**src/rtl/branch_pkg.sv**
```systemverilog
// Shared types for the branch resolution path: in-flight prediction entry,
// resolver state and instruction size.
package branch_pkg;

  localparam logic [31:0] INSTR_BYTES = 32'd4;

  typedef enum logic {
    RUN     = 1'b0,
    RECOVER = 1'b1
  } res_state_e;

  typedef struct packed {
    logic [31:0] pc;
    logic        pred_taken;
    logic [31:0] pred_addr;
  } pred_entry_t;

endpackage

```
**src/rtl/pred_fifo.sv**
```systemverilog
// In-order circular buffer of predictions; an entry pushed this cycle is readable next cycle.
// A push is dropped when full unless a pop frees a slot in the same cycle; pops on empty are ignored.
module pred_fifo
  import branch_pkg::*;
#(
  parameter int DEPTH = 4,
  localparam int AW = $clog2(DEPTH),
  localparam int CW = AW + 1
) (
  input  logic        clk,
  input  logic        rst_n,
  input  logic        push_i,
  input  pred_entry_t wdata_i,
  input  logic        pop_i,
  input  logic        clear_i,
  output pred_entry_t rdata_o,
  output logic        full_o,
  output logic        empty_o,
  output logic [AW:0] count_o
);

  pred_entry_t   mem_q [DEPTH];
  logic [AW-1:0] rptr_q, rptr_d;
  logic [AW-1:0] wptr_q, wptr_d;
  logic [AW:0]   cnt_q, cnt_d;
  logic          do_push, do_pop;

  assign full_o  = (cnt_q == CW'(DEPTH));
  assign empty_o = (cnt_q == '0);
  assign count_o = cnt_q;
  assign rdata_o = mem_q[rptr_q];

  assign do_pop  = pop_i && !empty_o;
  assign do_push = push_i && (!full_o || do_pop);

  always_comb begin
    rptr_d = rptr_q;
    wptr_d = wptr_q;
    cnt_d  = cnt_q;
    if (clear_i) begin
      rptr_d = '0;
      wptr_d = '0;
      cnt_d  = '0;
    end else begin
      // Pointers are exactly AW bits wide, so DEPTH-1 wraps to 0 naturally.
      if (do_pop)  rptr_d = rptr_q + 1'b1;
      if (do_push) wptr_d = wptr_q + 1'b1;
      case ({do_push, do_pop})
        2'b10:   cnt_d = cnt_q + 1'b1;
        2'b01:   cnt_d = cnt_q - 1'b1;
        default: cnt_d = cnt_q;
      endcase
    end
  end

  always_ff @(posedge clk) begin
    if (!rst_n) begin
      rptr_q <= '0;
      wptr_q <= '0;
      cnt_q  <= '0;
    end else begin
      rptr_q <= rptr_d;
      wptr_q <= wptr_d;
      cnt_q  <= cnt_d;
    end
  end

  always_ff @(posedge clk) begin
    if (do_push && !clear_i) mem_q[wptr_q] <= wdata_i;
  end

endmodule

```
**src/rtl/branch_resolver.sv**
```systemverilog
// Compares each resolving instruction against its recorded prediction; redirect, training and stats
// are registered one cycle after x_valid. FETCH is not back-pressured: overflowing pushes are dropped and flagged.
module branch_resolver
  import branch_pkg::*;
#(
  parameter int DEPTH = 4,
  parameter int CNT_W = 16
) (
  input  logic             clk,
  input  logic             rst_n,
  input  logic             f_valid,
  input  logic [31:0]      f_pc,
  input  logic             f_predict_valid,
  input  logic [31:0]      f_predict_addr,
  input  logic             x_valid,
  input  logic [31:0]      x_pc,
  input  logic             x_is_branch,
  input  logic             x_taken,
  input  logic [31:0]      x_target,
  output logic             redirect_valid,
  output logic [31:0]      redirect_addr,
  output logic             upd_valid,
  output logic [31:0]      upd_pc,
  output logic             upd_taken,
  output logic [31:0]      upd_target,
  output logic             q_full,
  output logic             q_empty,
  output logic [CNT_W-1:0] branch_count,
  output logic [CNT_W-1:0] mispredict_count,
  output logic             err_overflow,
  output logic             err_sync
);

  localparam int AW = $clog2(DEPTH);

  res_state_e  state_q, state_d;
  pred_entry_t wr_entry, head;
  logic        fifo_full, fifo_empty;
  logic [AW:0] fifo_count;
  logic        push_req, mispredict, head_taken;
  logic [31:0] head_pc, pred_next, correct_next;

  logic             redir_vld_q, redir_vld_d, upd_vld_q, upd_vld_d;
  logic [31:0]      redir_addr_q, redir_addr_d, upd_pc_q, upd_pc_d, upd_tgt_q, upd_tgt_d;
  logic             upd_taken_q, upd_taken_d, err_ovf_q, err_ovf_d, err_sync_q, err_sync_d;
  logic [CNT_W-1:0] br_cnt_q, br_cnt_d, mp_cnt_q, mp_cnt_d;

  // An empty queue resolves as a not-taken prediction at the resolving PC itself.
  assign head_pc      = fifo_empty ? x_pc : head.pc;
  assign head_taken   = !fifo_empty && head.pred_taken;
  assign pred_next    = head_taken ? head.pred_addr : head_pc + INSTR_BYTES;
  assign correct_next = (x_is_branch && x_taken) ? x_target : x_pc + INSTR_BYTES;
  assign mispredict   = x_valid && (pred_next != correct_next);
  assign push_req     = f_valid && (state_q == RUN) && !mispredict;

  assign wr_entry = '{pc: f_pc, pred_taken: f_predict_valid,
                      pred_addr: f_predict_valid ? f_predict_addr : 32'd0};

  pred_fifo #(.DEPTH(DEPTH)) u_fifo (
    .clk     (clk),
    .rst_n   (rst_n),
    .push_i  (push_req),
    .wdata_i (wr_entry),
    .pop_i   (x_valid),
    .clear_i (mispredict),
    .rdata_o (head),
    .full_o  (fifo_full),
    .empty_o (fifo_empty),
    .count_o (fifo_count)
  );

  always_comb begin
    state_d      = mispredict ? RECOVER : RUN;
    redir_vld_d  = mispredict;
    redir_addr_d = mispredict ? correct_next : redir_addr_q;
    upd_vld_d    = x_valid && x_is_branch;
    upd_pc_d     = upd_pc_q;
    upd_taken_d  = upd_taken_q;
    upd_tgt_d    = upd_tgt_q;
    br_cnt_d     = br_cnt_q;
    mp_cnt_d     = mp_cnt_q;
    err_ovf_d    = err_ovf_q || (push_req && fifo_full && !x_valid);
    err_sync_d   = err_sync_q || (x_valid && (fifo_empty || head.pc != x_pc));
    if (x_valid && x_is_branch) begin
      upd_pc_d    = x_pc;
      upd_taken_d = x_taken;
      upd_tgt_d   = x_target;
      if (br_cnt_q != '1) br_cnt_d = br_cnt_q + 1'b1;
      if (mispredict && mp_cnt_q != '1) mp_cnt_d = mp_cnt_q + 1'b1;
    end
  end

  always_ff @(posedge clk) begin
    if (!rst_n) begin
      state_q      <= RUN;
      redir_vld_q  <= 1'b0;
      redir_addr_q <= '0;
      upd_vld_q    <= 1'b0;
      upd_pc_q     <= '0;
      upd_taken_q  <= 1'b0;
      upd_tgt_q    <= '0;
      br_cnt_q     <= '0;
      mp_cnt_q     <= '0;
      err_ovf_q    <= 1'b0;
      err_sync_q   <= 1'b0;
    end else begin
      state_q      <= state_d;
      redir_vld_q  <= redir_vld_d;
      redir_addr_q <= redir_addr_d;
      upd_vld_q    <= upd_vld_d;
      upd_pc_q     <= upd_pc_d;
      upd_taken_q  <= upd_taken_d;
      upd_tgt_q    <= upd_tgt_d;
      br_cnt_q     <= br_cnt_d;
      mp_cnt_q     <= mp_cnt_d;
      err_ovf_q    <= err_ovf_d;
      err_sync_q   <= err_sync_d;
    end
  end

  assign redirect_valid   = redir_vld_q;
  assign redirect_addr    = redir_addr_q;
  assign upd_valid        = upd_vld_q;
  assign upd_pc           = upd_pc_q;
  assign upd_taken        = upd_taken_q;
  assign upd_target       = upd_tgt_q;
  assign branch_count     = br_cnt_q;
  assign mispredict_count = mp_cnt_q;
  assign err_overflow     = err_ovf_q;
  assign err_sync         = err_sync_q;
  assign q_full           = fifo_full;
  assign q_empty          = (fifo_count == '0);

endmodule

```
**config.mk**
```make
export PLATFORM = sky130hd
export DESIGN_NAME = branch_resolver
export DESIGN_NICKNAME = d
export VERILOG_FILES = /design/src/rtl/branch_pkg.sv /design/src/rtl/pred_fifo.sv /design/src/rtl/branch_resolver.sv
export SDC_FILE = /design/constraint.sdc
export NUM_CORES = 1
export LEC_CHECK = 0
export BUFFER_PORTS_ARGS = -buffer_cell sky130_fd_sc_hd__buf_2
export CAP_MARGIN = 15
export CORE_ASPECT_RATIO = 0.6
export CORE_UTILIZATION = 58
export DETAILED_ROUTE_END_ITERATION = 10
export PLACE_DENSITY_LB_ADDON = 0.12
export RECOVER_POWER = 25
export SLEW_MARGIN = 20
export SYNTH_ARGS = -nofsm -noshare
export SYNTH_HDL_FRONTEND = slang
export SYNTH_SLANG_ARGS = --single-unit
export TNS_END_PERCENT = 5
```
**constraint.sdc**
```tcl
create_clock -name clk -period 8.8 [get_ports clk]
set_input_delay 1.76 -clock clk [delete_from_list [all_inputs] [get_ports clk]]
set_output_delay 1.76 -clock clk [all_outputs]
set_load 0.01 [all_outputs]
```
=== After elaboration in Yosys (flattened, before gate mapping) ===
Memory sizes are Yosys's and may differ from the RTL's. A register that Yosys moved wholly into a read port is not among the register bits.
Index checks and enable logic that the tools add are counted.
Widths: inputs -> output; s select.

* Flip-flop bits (word level): 141
* Word-level logic and storage cells: 68
* Bits in writable memories: 260
* Memories kept: 1

* Add/subtract/negate cells: 8
* Reduce and logical (&&, ||, !) cells: 26
* Muxes and demuxes: 10
* Equal/unequal tests: 7
* Bitwise logic cells: 2

{| class="wikitable"
|+ Memories
! memory !! depth !! width !! read ports !! clocked after memory_dff !! wr ports !! line !! text
|-
| u_fifo.mem_q || 4 || 65 || 1 || 1 || 1 || pred_fifo.sv:22 || <nowiki>pred_entry_t mem_q [DEPTH];</nowiki>
|}

{| class="wikitable"
|+ Operators with widths
! operator !! number
|-
| $mux 32 || 4
|-
| $add 32x3->32 const B || 2
|-
| $ne 32x32->1 || 2
|-
| $add 16x1->16 const B || 2
|-
| $ne 16x16->1 const B || 2
|-
| $logic_and 1x1->1 || 13
|-
| $pmux 3 s2 || 1
|-
| $add 2x1->2 const B || 2
|-
| $logic_not 1->1 || 4
|-
| $logic_or 1x1->1 || 4
|-
| $mux 2 || 2
|-
| $reduce_and 2->1 || 2
|-
| $add 3x1->3 const B || 1
|-
| $eq 3x3->1 const B || 1
|-
| $logic_not 3->1 || 1
|-
| $mux 1 || 3
|-
| $sub 3x1->3 const B || 1
|-
| $eq 2x1->1 const B || 1
|-
| $eq 2x2->1 const B || 1
|-
| $not 1->1 || 2
|-
| $reduce_bool 2->1 || 1
|-
| $reduce_or 2->1 || 1
|}

=== Logic depth before layout (Yosys ltp) ===
Gate-level depths: netlist of the first run.

* Depth after elaboration: 12
* Depth in mapped cells: 27
* Gate-level depth less buffers: 20

=== By module ===
A second synthesis of the first run with hierarchy kept.

* Cells, all modules: 1581
* Area total of the unflattened synthesis: 18841.8 µm²

{| class="wikitable"
|+ Modules (own cells, without submodules)
! module !! area an instance (µm²) !! seq. area each (µm²) !! cells each !! instances
|-
| pred_fifo || 9917.0 || 7987.7 || 395 || 1
|-
| branch_resolver || 8924.8 || 2662.6 || 1186 || 1
|}

=== Worst setup path after synthesis of the first run ===
OpenSTA, ideal clock, no wires.

* Kind: input to register
* Start point: in x_pc[2]
* End point: mem u_fifo.mem_q[0][0] (netlist bit), enable pin
* Slack: 2.032 ns
* Arrival time: 6.338 ns
* Setup time: 0.430 ns
* Cell stages on the path: 15
* Cell sequence: ha_1 > nand4_1 > or3_4 > or4_4 > a31oi_2 > o21ai_1 > o211a_1 > a2111oi_2 > nand4_1 > nor4_2 > a21boi_1 > buf_6 > buf_2 > nor2_1 > and2_1

* Word-level cells in the longest chain between the ends: 11

{| class="wikitable"
|+ RTL lines
! item !! line !! text
|-
| start, declared || branch_resolver.sv:16 || <nowiki>input logic [31:0] x_pc,</nowiki>
|-
| $mux 32 || branch_resolver.sv:49 || <nowiki>assign head_pc = fifo_empty ? x_pc : head.pc;</nowiki>
|-
| $add 32x3->32 || branch_resolver.sv:51 || <nowiki>assign pred_next = head_taken ? head.pred_addr : head_pc + INSTR_BYTES;</nowiki>
|-
| $mux 32 || branch_resolver.sv:51 ||
|-
| $ne 32x32->1 * || branch_resolver.sv:53 || <nowiki>assign mispredict = x_valid && (pred_next != correct_next);</nowiki>
|-
| $logic_and 1x1->1 * || branch_resolver.sv:53 ||
|-
| $logic_not 1->1 * || pred_fifo.sv:69, branch_resolver.sv:54 ||
|-
| $logic_and 1x1->1 || branch_resolver.sv:54 || <nowiki>assign push_req = f_valid && (state_q == RUN) && !mispredict;</nowiki>
|-
| $logic_and 1x1->1 || pred_fifo.sv:34 || <nowiki>assign do_push = push_i && (!full_o || do_pop);</nowiki>
|-
| $logic_and 1x1->1 * || pred_fifo.sv:69 || <nowiki>if (do_push && !clear_i) mem_q[wptr_q] <= wdata_i;</nowiki>
|-
| $mux 1 * || pred_fifo.sv:69 ||
|-
| $mux 1 (not written as such) * || pred_fifo.sv:69 ||
|-
| end, declared || pred_fifo.sv:22 ||
|}

Mark *: on every way between the ends. The rest lies on a longest branch, timed or not.

=== Worst setup path in the final report of the first run ===
* Start point: in x_is_branch
* End point: mem u_fifo.mem_q[2][50] (netlist bit), enable pin

* Word-level cells in the longest chain between the ends: 10

{| class="wikitable"
|+ RTL lines
! item !! line !! text
|-
| start, declared || branch_resolver.sv:17 || <nowiki>input logic x_is_branch,</nowiki>
|-
| $logic_and 1x1->1 * || branch_resolver.sv:52 || <nowiki>assign correct_next = (x_is_branch && x_taken) ? x_target : x_pc + INSTR_BYTES;</nowiki>
|-
| $mux 32 * || branch_resolver.sv:52 ||
|-
| $ne 32x32->1 * || branch_resolver.sv:53 ||
|-
| $logic_and 1x1->1 * || branch_resolver.sv:53 ||
|-
| $logic_not 1->1 * || pred_fifo.sv:69, branch_resolver.sv:54 ||
|-
| $logic_and 1x1->1 || branch_resolver.sv:54 ||
|-
| $logic_and 1x1->1 || pred_fifo.sv:34 ||
|-
| $logic_and 1x1->1 * || pred_fifo.sv:69 ||
|-
| $mux 1 * || pred_fifo.sv:69 ||
|-
| $mux 1 (not written as such) * || pred_fifo.sv:69 ||
|}

Marked as above.

==> results of run 1 <==
flip-flops by register name, summed over array words and instances, names as in the netlist, named ones only:
| register | cells |
|---|---|
| u_fifo.wptr_q | 2 |
| upd_target | 32 |
| upd_pc | 32 |
| branch_count | 16 |
| upd_valid | 1 |
| u_fifo.mem_q | 260 |
| u_fifo.rptr_q | 2 |
| err_sync | 1 |
| u_fifo.count_o | 3 |
| mispredict_count | 16 |
| upd_taken | 1 |
| redirect_addr | 32 |
| state_q | 1 |
| err_overflow | 1 |
cell usage after synthesis (4+ instances only):
cell type	n	area (um^2)
xor2_1	60	526
buf_6	4	45.0
xnor2_1	75	657
buf_1	7	26.3
nand2_1	247	927
mux2_2	4	45.0
nand3_1	54	270
nand2b_1	13	81.3
buf_2	29	145
nand4_1	26	163
o21ai_0	41	205
a21oi_1	101	505
nor3_1	19	95.1
and4_1	7	61.3
mux2i_1	56	561
a31o_2	6	52.6
a311oi_1	6	52.6
nor2_1	98	368
clkbuf_1	61	229
and2_1	49	307
a211oi_1	12	90.1
edfxtp_1	260	7810
a2111oi_2	5	75.1
mux4_2	63	1420
a22oi_1	6	45.0
buf_4	8	60.1
or3_1	10	62.6
nand3b_1	6	45.0
o21a_1	5	37.5
dfxtp_1	142	2840
o31ai_1	7	52.6
or4_1	5	37.5
inv_1	15	56.3
ha_1	8	100
a31oi_1	6	37.5
nor4_1	13	81.3
and3_1	16	100
report_power, final:
part           total [mW]  switching, mW  internal (mW)
Combinational       0.452          0.301          0.151
Sequential           2.07         0.0213           2.05
Clock                1.63          0.701          0.931
critical path, cell delays in order:
cell and delay (ps):
buf_2 190, and2_1 860, o21ai_0 630, xor2_1 310, nor3_1 400, a21oi_1 70, a2111oi_0 580, nand3_1 230
nor4b_4 340, buf_4 320, a21boi_4 90, nor2_1 210, and2_2 690, buf_4 480
layout make-up:
type	instances	area (um^2)	area share, %
timing repair buffer	291	1470	6.77
clock buffer	41	950	4.37
inverter	17	65.1	0.300
sequential	402	10700	49.1
tap	416	520	2.40
multi-input combinational	1090	7790	35.8
clock inverter	23	273	1.26
stage by stage:
step                      total power, mW  cells  hold slack, ps
after floorplan                      2.37   1618             481
after global placement               2.55   2216             439
after detailed placement             2.55   2216             445
after CTS                            4.16   2280             454
after global routing                 4.28   2280             472
final                                4.16   2280             451
cell families after synthesis:
| logic type | after synthesis | synth area share (%) |
|---|---|---|
| adder cells (fa/ha/maj) | 9 | 0.633 |
| XOR/XNOR | 136 | 6.35 |
| AND/OR/NAND/NOR | 588 | 15.1 |
| AO/OA/AOI/OAI | 233 | 7.98 |
| flip-flops | 402 | 56.2 |
| multiplexers | 124 | 10.8 |
| buffers and inverters | 126 | 3.00 |
per-layer routing:
metal	vias to the layer above	global-route usage [%]	share of wire (%)
met3	81	10.1	12
met1	7086	52.3	44
met2	750	50.0	43
li1	6345	-	-
met5	-	0	0
met4	0	7.09	1.9
worst max-delay path by stage:
stage           startpoint                  end  slack, ps
2_1_floorplan      x_pc[2]   u_fifo.mem_q[0][0]       2030
4_1_cts        x_is_branch  u_fifo.mem_q[2][50]       2080
3_5_place_dp   x_is_branch  u_fifo.mem_q[2][50]       1600
6_report       x_is_branch  u_fifo.mem_q[2][50]       1790
3_3_place_gp       x_pc[2]  u_fifo.mem_q[2][50]       1770
5_1_grt        x_is_branch  u_fifo.mem_q[2][49]       1690
==> impl_metrics.toml, run 1 <==
[status]
status = "complete, no violations"

[route]
firstDrtPassIters = 6
via_count = 14300
detail_route.wl_per_cell_um = 25.7
ant_nets = 0
drt_wl_total_mm = 58.6
viasPerCell = 6.26
drc = 0
drt_iter0_markers = 1825

[sta]
fin_skew_ps = 16.8
rsz0062_at_grt = "no"
maxSlewHeadroom_pct = 18.6
hold_viol_final = 0
fmaxAchievable_ghz = 0.143
finalWorstPathRequiredPeriod_ps = 7010
fin_tns_setup_ps = 0
slew_violations = 0
period_share_pct = 79.7
worstMarginPinSlew_ps = 1220
layout_setup_ws_ps = 1790
setup_viol_count_final = 0

[worst_hold_path]
min_to = "upd_target[1]"
min_path_type = "reg2reg"
min_path_cells = 2
hold_start = "upd_target[1]"

[place]
pre_cts_ws_ps = 1600
placed_area_um2 = 20500
dp_hpwl_mm = 42.7
place_congestion = 1.10
port_buffers = 269

[synth]
synth_edf_count = 260
syn_inst = 1618
synth_seq_cells = 402
ys.warnings.count = 0
ys_seq_area_share_pct = 56.2
async_reset_ff_share_pct = 0
synth_area_um2 = 19000
synth_cell_types = 84
avgSynthCellArea_um2 = 11.7
synth_nets = 1762
ys.flop_type = "edfxtp_1"

[pwr]
vdd_drop_max_mv = 0.189
p_per_area_nw_per_um2 = 191
p_leak_nw = 7.81

[clock_tree]
insertion_delay_ps = 550
ctsHoldBuffers = 0
post-cts-setup-buffers = 0
clkTransAtPathRegs_ps = 70
root_buffer = "clkbuf_16"
cts_buffers = 36
clock_path_buffers = 3
cts_max_level = 2
cts_resized = 0
cts_num_sinks = 402
cts_tree = "yes"

[finish]
area_delta_synth_final_pct = 14.5
fillers = 2347
fin_util_pct = 68.6
fin_area_um2 = 21700
drive_gt1_share_pct = 22.8
final_common_cell = "edfxtp_1"
final_nets = 1982
final_cell_mix = "edfxtp_1 (260), nand2_1 (246), buf_2 (236), dfxtp_1 (140), a21oi_1 (101)"
diodes = 0

[die]
rows = 50
pin_count = 270
core_area_um2 = 31700
die_area_um2 = 33500
die_h_um = 142
start_util_pct = 59.9
chipWidth_um = 235

[critical_path]
worstSetupStartpointType = "primary input"
timing.rr.end = "u_fifo.mem_q[2][50]"
r2r_slack_ps = 2110
endpoint_kind = "flop"
crit_required_ps = 8990
path_class = "in2reg"
crit_fanout = 28
r2r-start = "u_fifo.count_o[0]"
worstPathArrival_ps = 7210
rr_worst_depth = 19

[global_routing]
antenna_found_initial = 0
gr-total-overflow = 0
grt_pass1_wl_mm = 85.8
grt_start_max_net_pins = 102
globalRouteTotalUtil_pct = 34.8
grt_pass1_vias = 13500

[flow_run]
cap_violations = 0
(Power assumes the default switching activity.)
==> inputs of run 2 (changes only) <==
ABC_AREA = 1   (was unset)
clock period = 6.9 ns   (was 8.8 ns; I/O delays follow)
==> run 2 against run 1 <==
Compared with the run above: the flow now finishes with violations (max-capacitance violations, max-slew violations); cell area up 1.8%; worst hold slack about the same; core utilization down 0.92 points; highest routed layer unchanged.
==> impl_metrics.toml, run 2 <==
[synth]
synth_area_um2 = 19400
synth_area_leader_cell = "edfxtp_1"
syn_inst = 2266
synth_xor_area_share_pct = 2.17
synth_top_family_by_area = "simple AND/OR/NAND/NOR gates"
synth_common_cells = "nand2_1 (684), edfxtp_1 (260), nor2_1 (196), nand3_1 (177), inv_1 (170)"
async_reset_ff_share_pct = 0
synth_adder_area_share_pct = 0.620
ys.warnings.count = 0
synth_mux_area_share_pct = 0.155
synth_edf_count = 260
synth.top_cell.area_share_pct = 40.3
avgSynthCellArea_um2 = 8.56
synth-simple-area-share_pct = 25.7
synth_nets = 2410
synth_cell_types = 58
synth_seq_cells = 402
ys.flop_type = "edfxtp_1"
ys_seq_area_share_pct = 54.9
synth_compound_area_share_pct = 9.74
synth_top_cells_by_area = "edfxtp_1 (40%), dfxtp_1 (15%), nand2_1 (13%)"
yosys.cell_count.top_type = "nand2_1"

[die]
rows = 51
die_area_um2 = 34200
start_util_pct = 59.3
die_h_um = 144
pin_count = 270
core_area_um2 = 32700
chipWidth_um = 238

[worst_hold_path]
min_path_cells = 2
hold_start = "err_sync"
min_to = "err_sync"
min_path_type = "reg2reg"

[global_routing]
grt_start_max_net_pins = 97
grt_pass1_vias = 15200
antenna_found_initial = 7
gr-total-overflow = 0
grt_pass1_wl_mm = 93.8
globalRouteTotalUtil_pct = 37.1

[critical_path]
slowest_delay_ps = 580
worstSetupStartpointType = "flop"
cpMostUsedCell = "nand2_1"
r2r_slack_ps = 1730
rr_worst_depth = 22
crit_required_ps = 7070
worstPathArrival_ps = 5350
timing.rr.end = "u_fifo.mem_q[3][56]"
path_class = "reg2reg"
crit_fanout = 94
crit_chain = "inv_6 > nand2_1 > nand3_1 > nand3_1 > nand2_1 > nand2_1 > nor2_1 > nand2_1 > nor2_1 > nand2_1 > nand2_1 > nand3_1 > nand3_1 > nand2_1 > nor2_1 > nand2_1 > nor2_1 > nand3_1 > nand2_4 > nand3_2 > nor2_4 > buf_4"
critPathSlowestCell = "buf_4"
endpoint_kind = "flop"

[sta]
finalWorstPathRequiredPeriod_ps = 5170
fmaxAchievable_ghz = 0.193
fin_tns_setup_ps = 0
fin_skew_ps = 19.7
period_share_pct = 74.9
worst_hold_slack_ps = 451
rsz0062_at_grt = "no"
worstMarginPinSlew_ps = 1650
hold_viol_final = 0
slew_violations = 37
maxSlewHeadroom_pct = -9.74
setup_viol_count_final = 0

[pwr]
p_leak_nw = 9.47
vdd_drop_max_mv = 0.240
p_per_area_nw_per_um2 = 246

[finish]
final_common_cell = "nand2_1"
drive_gt1_share_pct = 15.0
fin_area_um2 = 22100
area_delta_synth_final_pct = 14.1
largest_reg_flops = 260
fin_util_pct = 67.7
regMostFlops = "u_fifo.mem_q"
final_cell_mix = "nand2_1 (683), edfxtp_1 (260), buf_2 (236), nor2_1 (192), nand3_1 (177)"
final_nets = 2634

[route]
firstDrtPassIters = 6
drt_iter0_markers = 2238
detail_route.wl_per_cell_um = 21.6
ant_nets = 0
via_count = 17500
viasPerCell = 5.89
drc = 0
drt_wl_total_mm = 64.4

[flow_run]
cap_violations = 1

[place]
dp_hpwl_mm = 46.9
placed_area_um2 = 20900
port_buffers = 269
place_congestion = 1.09

[clock_tree]
cts_tree = "yes"
insertion_delay_ps = 550
root_buffer = "clkbuf_16"
post-cts-setup-buffers = 0
clock_path_buffers = 3
cts_num_sinks = 402
cts_buffers = 38
clkTransAtPathRegs_ps = 60
cts_max_level = 2
cts_resized = 0
ctsHoldBuffers = 0

[status]
violations = "max-capacitance violations, max-slew violations"
status = "complete, but fails checks"
==> run 2: cell types whose count changed after synthesis, sizes merged, moves of 64 or more <==
cell,delta
nand2,+450
inv,+165
nand3,+128
o21ai,+121
nor2,+118
xnor2,-70
mux4,-64
==> run 2: critical path, delay by kind of cell (launching register included) <==
family                 cells  cell delay [ps]
and+or+nand+nor           20             3000
DFF                        1              530
buffers and inverters      2             1140
==> run 2: layer usage <==
| metal | global-route usage [%] | wire length, um | up-vias |
|---|---|---|---|
| met5 | 0 | 0 | - |
| met4 | 9.28 | 1510 | 0 |
| met3 | 9.37 | 8440 | 116 |
| met2 | 51.8 | 25900 | 1134 |
| met1 | 57.0 | 28500 | 8277 |
| li1 | - | - | 8005 |
==> run 2: kinds of logic (layout without fill, tap and decap cells) <==
family | count (synthesis) | in the layout
adder cells (fa/ha/maj) | 9 | 9
flip-flops | 402 | 402
multiplexers | 3 | 3
AND/OR/NAND/NOR | 1175 | 1175
AO/OA/AOI/OAI | 340 | 340
XOR/XNOR | 48 | 48
other | 0 | 6
buffers and inverters | 289 | 542
==> run 2: area by class of cell <==
| class | instances | area (um^2) |
|---|---|---|
| sequential | 402 | 10700 |
| multi-input combinational | 1575 | 7480 |
| timing repair buffer | 287 | 1490 |
| clock inverter | 17 | 164 |
| clock buffer | 52 | 1030 |
| tap | 450 | 563 |
| antenna | 6 | 15.0 |
| fill | 2691 | 10600 |
| inverter | 186 | 709 |
==> run 2: how the worst max path moves through the flow <==
| stage | to | slack, ps | cells after the start |
|---|---|---|---|
| floorplan | u_fifo.mem_q[0][0] | 350 | 22 |
| global placement | u_fifo.mem_q[3][34] | 1700 | 22 |
| detailed placement | u_fifo.mem_q[3][34] | 1640 | 25 |
| CTS | u_fifo.mem_q[3][53] | 1920 | 22 |
| global route | u_fifo.mem_q[3][53] | 1430 | 22 |
| finish | u_fifo.mem_q[3][56] | 1730 | 22 |
==> run 2: stage by stage <==
step                      power [mW]  instances  setup slack (ps)
after detailed placement        3.39       2900              1640
after floorplan                 3.11       2266               348
after global placement          3.38       2900              1700
after global routing            5.59       2974              1430
after CTS                       5.42       2969              1920
final                           5.43       2975              1730
==> run 2: report_power, final <==
| group | leakage (nW) | switching [mW] | total (mW) | internal [mW] |
|---|---|---|---|---|
| clock | 0.587 | 0.926 | 2.07 | 1.14 |
| sequential | 3.54 | 0.0362 | 2.66 | 2.62 |
| combinational | 5.34 | 0.505 | 0.706 | 0.202 |
| total | 9.47 | 1.47 | 5.43 | 3.97 |
